[src/rtl/ex_mem_elastic.sv]
// Elastic EX->MEM pipeline register: main slot plus one skid slot, registered ex_ready, sync flush.
// Optional hi/lo payload is enabled by defining EX_MEM_HILO_EN.
module ex_mem_elastic #(
   parameter int DATA_W   = 32,
   parameter int ADDR_W   = 5,
   parameter int NOP_ADDR = 0
) (
   input  logic              clk,
   input  logic              rst,
   input  logic              flush,
   input  logic              ex_valid,
   output logic              ex_ready,
   input  logic [ADDR_W-1:0] ex_wd,
   input  logic              ex_wreg,
   input  logic [DATA_W-1:0] ex_wdata,
`ifdef EX_MEM_HILO_EN
   input  logic              ex_whilo,
   input  logic [DATA_W-1:0] ex_hi,
   input  logic [DATA_W-1:0] ex_lo,
   output logic              mem_whilo,
   output logic [DATA_W-1:0] mem_hi,
   output logic [DATA_W-1:0] mem_lo,
`endif
   output logic              mem_valid,
   input  logic              mem_ready,
   output logic [ADDR_W-1:0] mem_wd,
   output logic              mem_wreg,
   output logic [DATA_W-1:0] mem_wdata,
   output logic [1:0]        occ
);

`ifdef EX_MEM_HILO_EN
   localparam int HILO_W = 2 * DATA_W + 1;
`else
   localparam int HILO_W = 0;
`endif
   localparam int PAY_W = ADDR_W + 1 + DATA_W + HILO_W;

   // Payload layout, MSB first: {wd, wreg, wdata[, whilo, hi, lo]}
   localparam logic [ADDR_W-1:0] NOP_WD = ADDR_W'(NOP_ADDR);
   localparam logic [PAY_W-1:0]  BUBBLE = {NOP_WD, {(PAY_W - ADDR_W){1'b0}}};

   typedef enum logic [1:0] {
      EMPTY = 2'd0,
      ONE   = 2'd1,
      TWO   = 2'd2
   } state_t;

   state_t           state_reg, state_next;
   logic [PAY_W-1:0] main_reg, main_next;
   logic [PAY_W-1:0] skid_reg, skid_next;
   logic             ready_reg, ready_next;
   logic [PAY_W-1:0] ex_pay;
   logic             in_fire;
   logic             out_fire;

`ifdef EX_MEM_HILO_EN
   assign ex_pay = {ex_wd, ex_wreg, ex_wdata, ex_whilo, ex_hi, ex_lo};
`else
   assign ex_pay = {ex_wd, ex_wreg, ex_wdata};
`endif

   assign in_fire  = ex_valid & ready_reg;
   assign out_fire = (state_reg != EMPTY) & mem_ready;

   always_ff @(posedge clk or posedge rst) begin
      if (rst) begin
         state_reg <= EMPTY;
         main_reg  <= BUBBLE;
         skid_reg  <= '0;
         ready_reg <= 1'b1;
      end else begin
         state_reg <= state_next;
         main_reg  <= main_next;
         skid_reg  <= skid_next;
         ready_reg <= ready_next;
      end
   end

   always_comb begin
      state_next = state_reg;
      main_next  = main_reg;
      skid_next  = skid_reg;
      unique case (state_reg)
         EMPTY: begin
            if (in_fire) begin
               main_next  = ex_pay;
               state_next = ONE;
            end
         end
         ONE: begin
            if (in_fire && out_fire) begin
               main_next = ex_pay;
            end else if (in_fire) begin
               skid_next  = ex_pay;
               state_next = TWO;
            end else if (out_fire) begin
               main_next  = BUBBLE;
               state_next = EMPTY;
            end
         end
         TWO: begin
            // ex_ready is low here, so only the drain path exists
            if (out_fire) begin
               main_next  = skid_reg;
               skid_next  = '0;
               state_next = ONE;
            end
         end
         default: begin
            main_next  = BUBBLE;
            skid_next  = '0;
            state_next = EMPTY;
         end
      endcase
      if (flush) begin
         main_next  = BUBBLE;
         skid_next  = '0;
         state_next = EMPTY;
      end
      // Registered from the next state so ex_ready never depends on mem_ready combinationally
      ready_next = (state_next != TWO);
   end

   assign ex_ready  = ready_reg;
   assign mem_valid = (state_reg != EMPTY);
   assign occ       = state_reg;
   assign mem_wd    = main_reg[PAY_W-1 -: ADDR_W];
   assign mem_wreg  = main_reg[PAY_W-ADDR_W-1];
   assign mem_wdata = main_reg[PAY_W-ADDR_W-2 -: DATA_W];
`ifdef EX_MEM_HILO_EN
   assign mem_whilo = main_reg[2*DATA_W];
   assign mem_hi    = main_reg[2*DATA_W-1 -: DATA_W];
   assign mem_lo    = main_reg[DATA_W-1:0];
`endif

endmodule

[config.mk]
export PLATFORM = sky130hd
export DESIGN_NAME = ex_mem_elastic
export DESIGN_NICKNAME = d
export VERILOG_FILES = /design/src/rtl/ex_mem_elastic.sv
export SDC_FILE = /design/constraint.sdc
export NUM_CORES = 1
export LEC_CHECK = 0
export ABC_CLOCK_PERIOD_IN_PS = 2900
export CAP_MARGIN = 20
export CORE_MARGIN = 2
export CORE_UTILIZATION = 37
export CTS_BUF_LIST = sky130_fd_sc_hd__clkbuf_8
export DETAILED_ROUTE_END_ITERATION = 7
export PLACE_DENSITY_LB_ADDON = 0.12
export REMOVE_ABC_BUFFERS = 1
export SKIP_LAST_GASP = 1
export SLEW_MARGIN = 20
export SYNTH_ARGS = -nofsm -noshare
export SYNTH_HDL_FRONTEND = slang
export SYNTH_SLANG_ARGS = --single-unit
export TNS_END_PERCENT = 50
[constraint.sdc]
create_clock -name clk -period 2.9 [get_ports clk]
set_input_delay 0.87 -clock clk [delete_from_list [all_inputs] [get_ports clk]]
set_output_delay 0.87 -clock clk [all_outputs]
set_load 0.03 [all_outputs]
==> impl_metrics.csv <==
group,metric,value,unit
die,core.rowCount,38,
worst_setup_path,worstSetupEndpointType,"primary output",
min_path,hp-class,"reg -> reg",
synthesis,synth_area_per_cell,9.90,um^2
placed_design,portBuffers,84,
sta,setup_tns,0,ps
layout,mostFrequentLayoutCells,"84 x clkdlybuf4s50_1, 77 x dfrtp_1",
detailed_routing,first_pass_iters,5,
grt,antenna_found_initial,0,
cts,cts_root_buffer,"clkbuf_8",
sta,finalMaxSlewViolations,0,
synthesis,ys_ff_latch,79,
sta,tightest_slew,993,ps
worst_setup_path,crit_path_max_fanout,10,
worst_setup_path,critPathKind,"reg -> out",
die,core_area,10700,um^2
power,powerDensity,541,nW/um^2
sta,fmax,0.373,GHz
grt,grt_pass1_wl,16300,um
synthesis,synth_top_area_share,48.6,%
layout,finalNonFillerCells,619,
worst_setup_path,start_kind,"flop",
detailed_routing,wl,9940,um
worst_setup_path,cp.required,2030,ps
layout,drive_gt1_share,15.4,%
cts,ctsResizeCount,0,
sta,setup_violations,0,
detailed_routing,drt-initial-drc-count,201,
grt,grt_pass1_vias,3211,
layout,syn_to_final_growth,28.3,%
cts,clk_pin_slew,80,ps
cts,cts_tree,"yes",
synthesis,ys_seq_area_share,49.2,%
synthesis,synthDistinctLibCells,29,
die,io_pins,85,
cts,cts_buffer_depth,2,
die,initial_core_util,37.6,%
die,die_w,108,um
detailed_routing,vias,3243,
detailed_routing,wl_met1,4770,um
sta,rsz0062_at_grt,"no",
grt,grt_max_degree,77,
grt,grtUsageTotal,17.9,%
placed_design,post-place-ws,139,ps
sta,fin_crit,2680,ps
outcome,outcome,"complete, no violations",
die,dieHeight,108,um
grt,grt_overflow,0,
power,ir_drop,0.214,mV
cts,holdBufCountCts,0,
layout,num-nets-final,517,
layout,num_antenna_cells,0,
sta,finalCritPeriodShare,92.4,%
sta,fin_skew,6.40,ps
layout,seq_area,1980,um^2
placed_design,place_congestion,0.763,
placed_design,hpwl,5940,um
layout,final_util,48.2,%
worst_setup_path,reg2reg_depth,6,
placed_design,dp.cells,603,
layout,fill_cells,1054,
detailed_routing,dr_wl_met3,312,um
synthesis,synth_top_cell_by_area,"dfrtp_1",
detailed_routing,route.top_layer_used,"met4",
power,leakage,2.10,nW
synthesis,synth_cells,406,
detailed_routing,drt-wirelength-per-cell,16.1,um
sta,hold_violations,0,
min_path,min_path_cells,2,
detailed_routing,met2WireLength,4750,um
worst_setup_path,cp_data_arrival_time,1810,ps
job,cap_violations,0,
detailed_routing,drc,0,
synthesis,synth.top_cells.by_area,"dfrtp_1 49%, mux2_2 11%, a22oi_1 7.1%, nand2b_1 6.1%, a21oi_1 4.9%",
sta,setup_slack,222,ps
cts,clkLatencyLatePin,350,ps
detailed_routing,ant_nets,0,
sta,relSlewSlack,33.6,%
synthesis,syn_area,4020,um^2
detailed_routing,viasPerCell,5.24,
cts,clock-sinks,79,
synthesis,yosys_warnings,0,
cts,numCtsBuffers,9,
layout,final_common_cell,"clkdlybuf4s50_1",
cts,cts_setup_buffers,0,
die,die_area,11700,um^2
layout,multi_input_area,1830,um^2
cts,htree_levels,3,
metal layers:
metal / vias to the layer above / track usage (%)
li1: 1580 / -
met5: - / 0
met3: 10 / 3.25
met2: 62 / 28.4
met4: 0 / 6.32
met1: 1591 / 24.7
cell families (layout without fill, tap and decap cells):
family,after synthesis,in the layout,synth area share (%)
DFF,79,79,49.2
muxes,39,39,10.9
buffers and inverters,41,114,5.70
AOI/OAI and AO/OA,120,120,17.8
and+or+nand+nor,127,127,16.4
synthesized netlist by cell type:
cell,n
or2_2,1
buf_4,3
nand2_1,1
dfrtp_1,78
a21oi_1,39
nand3_1,39
buf_6,6
o32a_1,1
buf_2,15
o21ai_0,22
a22oi_1,38
and3b_1,2
o21ai_1,16
nor2b_1,1
buf_1,1
a211o_1,1
nor3_2,1
nand2b_1,39
a21boi_0,1
inv_1,2
mux2i_1,1
nor2_1,40
dfstp_2,1
and4_1,1
or3_1,1
nor3b_2,1
mux2_2,38
o22a_1,2
clkbuf_1,14
power breakdown:
part           switching, W  internal (W)
sequential        0.0000578       0.00119
combinational      0.000415      0.000315
clock              0.000405      0.000401
per-stage QoR:
| step | instance area, um^2 | hold slack (ps) | total power [W] |
|---|---|---|---|
| after floorplan | 3800 | 500 | 0.00167 |
| after global placement | 4960 | 511 | 0.00201 |
| after detailed placement | 4960 | 516 | 0.00201 |
| after CTS | 5160 | 535 | 0.00282 |
| after global routing | 5160 | 557 | 0.00294 |
| final | 5160 | 530 | 0.00279 |
layout make-up:
type	instances	share of cell area, %
timing repair buffer	96	18.8
sequential	79	38.4
multi-input combinational	286	35.5
tap	140	3.40
inverter	2	0.170
clock buffer	13	3.47
clock inverter	3	0.315
worst paths after layout:
check,slack [ps],endpoint,start
min in group asynchronous,860,occ[0],rst
max in group asynchronous,1410,skid_reg[36],rst
min,530,skid_reg[36],skid_reg[36]
min reg2reg,530,skid_reg[36],skid_reg[36]
max reg2reg,850,main_reg[22],occ[1]
max,220,mem_valid,occ[0]
critical path, stage by stage (launching register included):
cell             delay [ps]
dfrtp_1                 520
or2_2                   350
clkdlybuf4s50_1         590
Power figures use the tool's default switching activity.
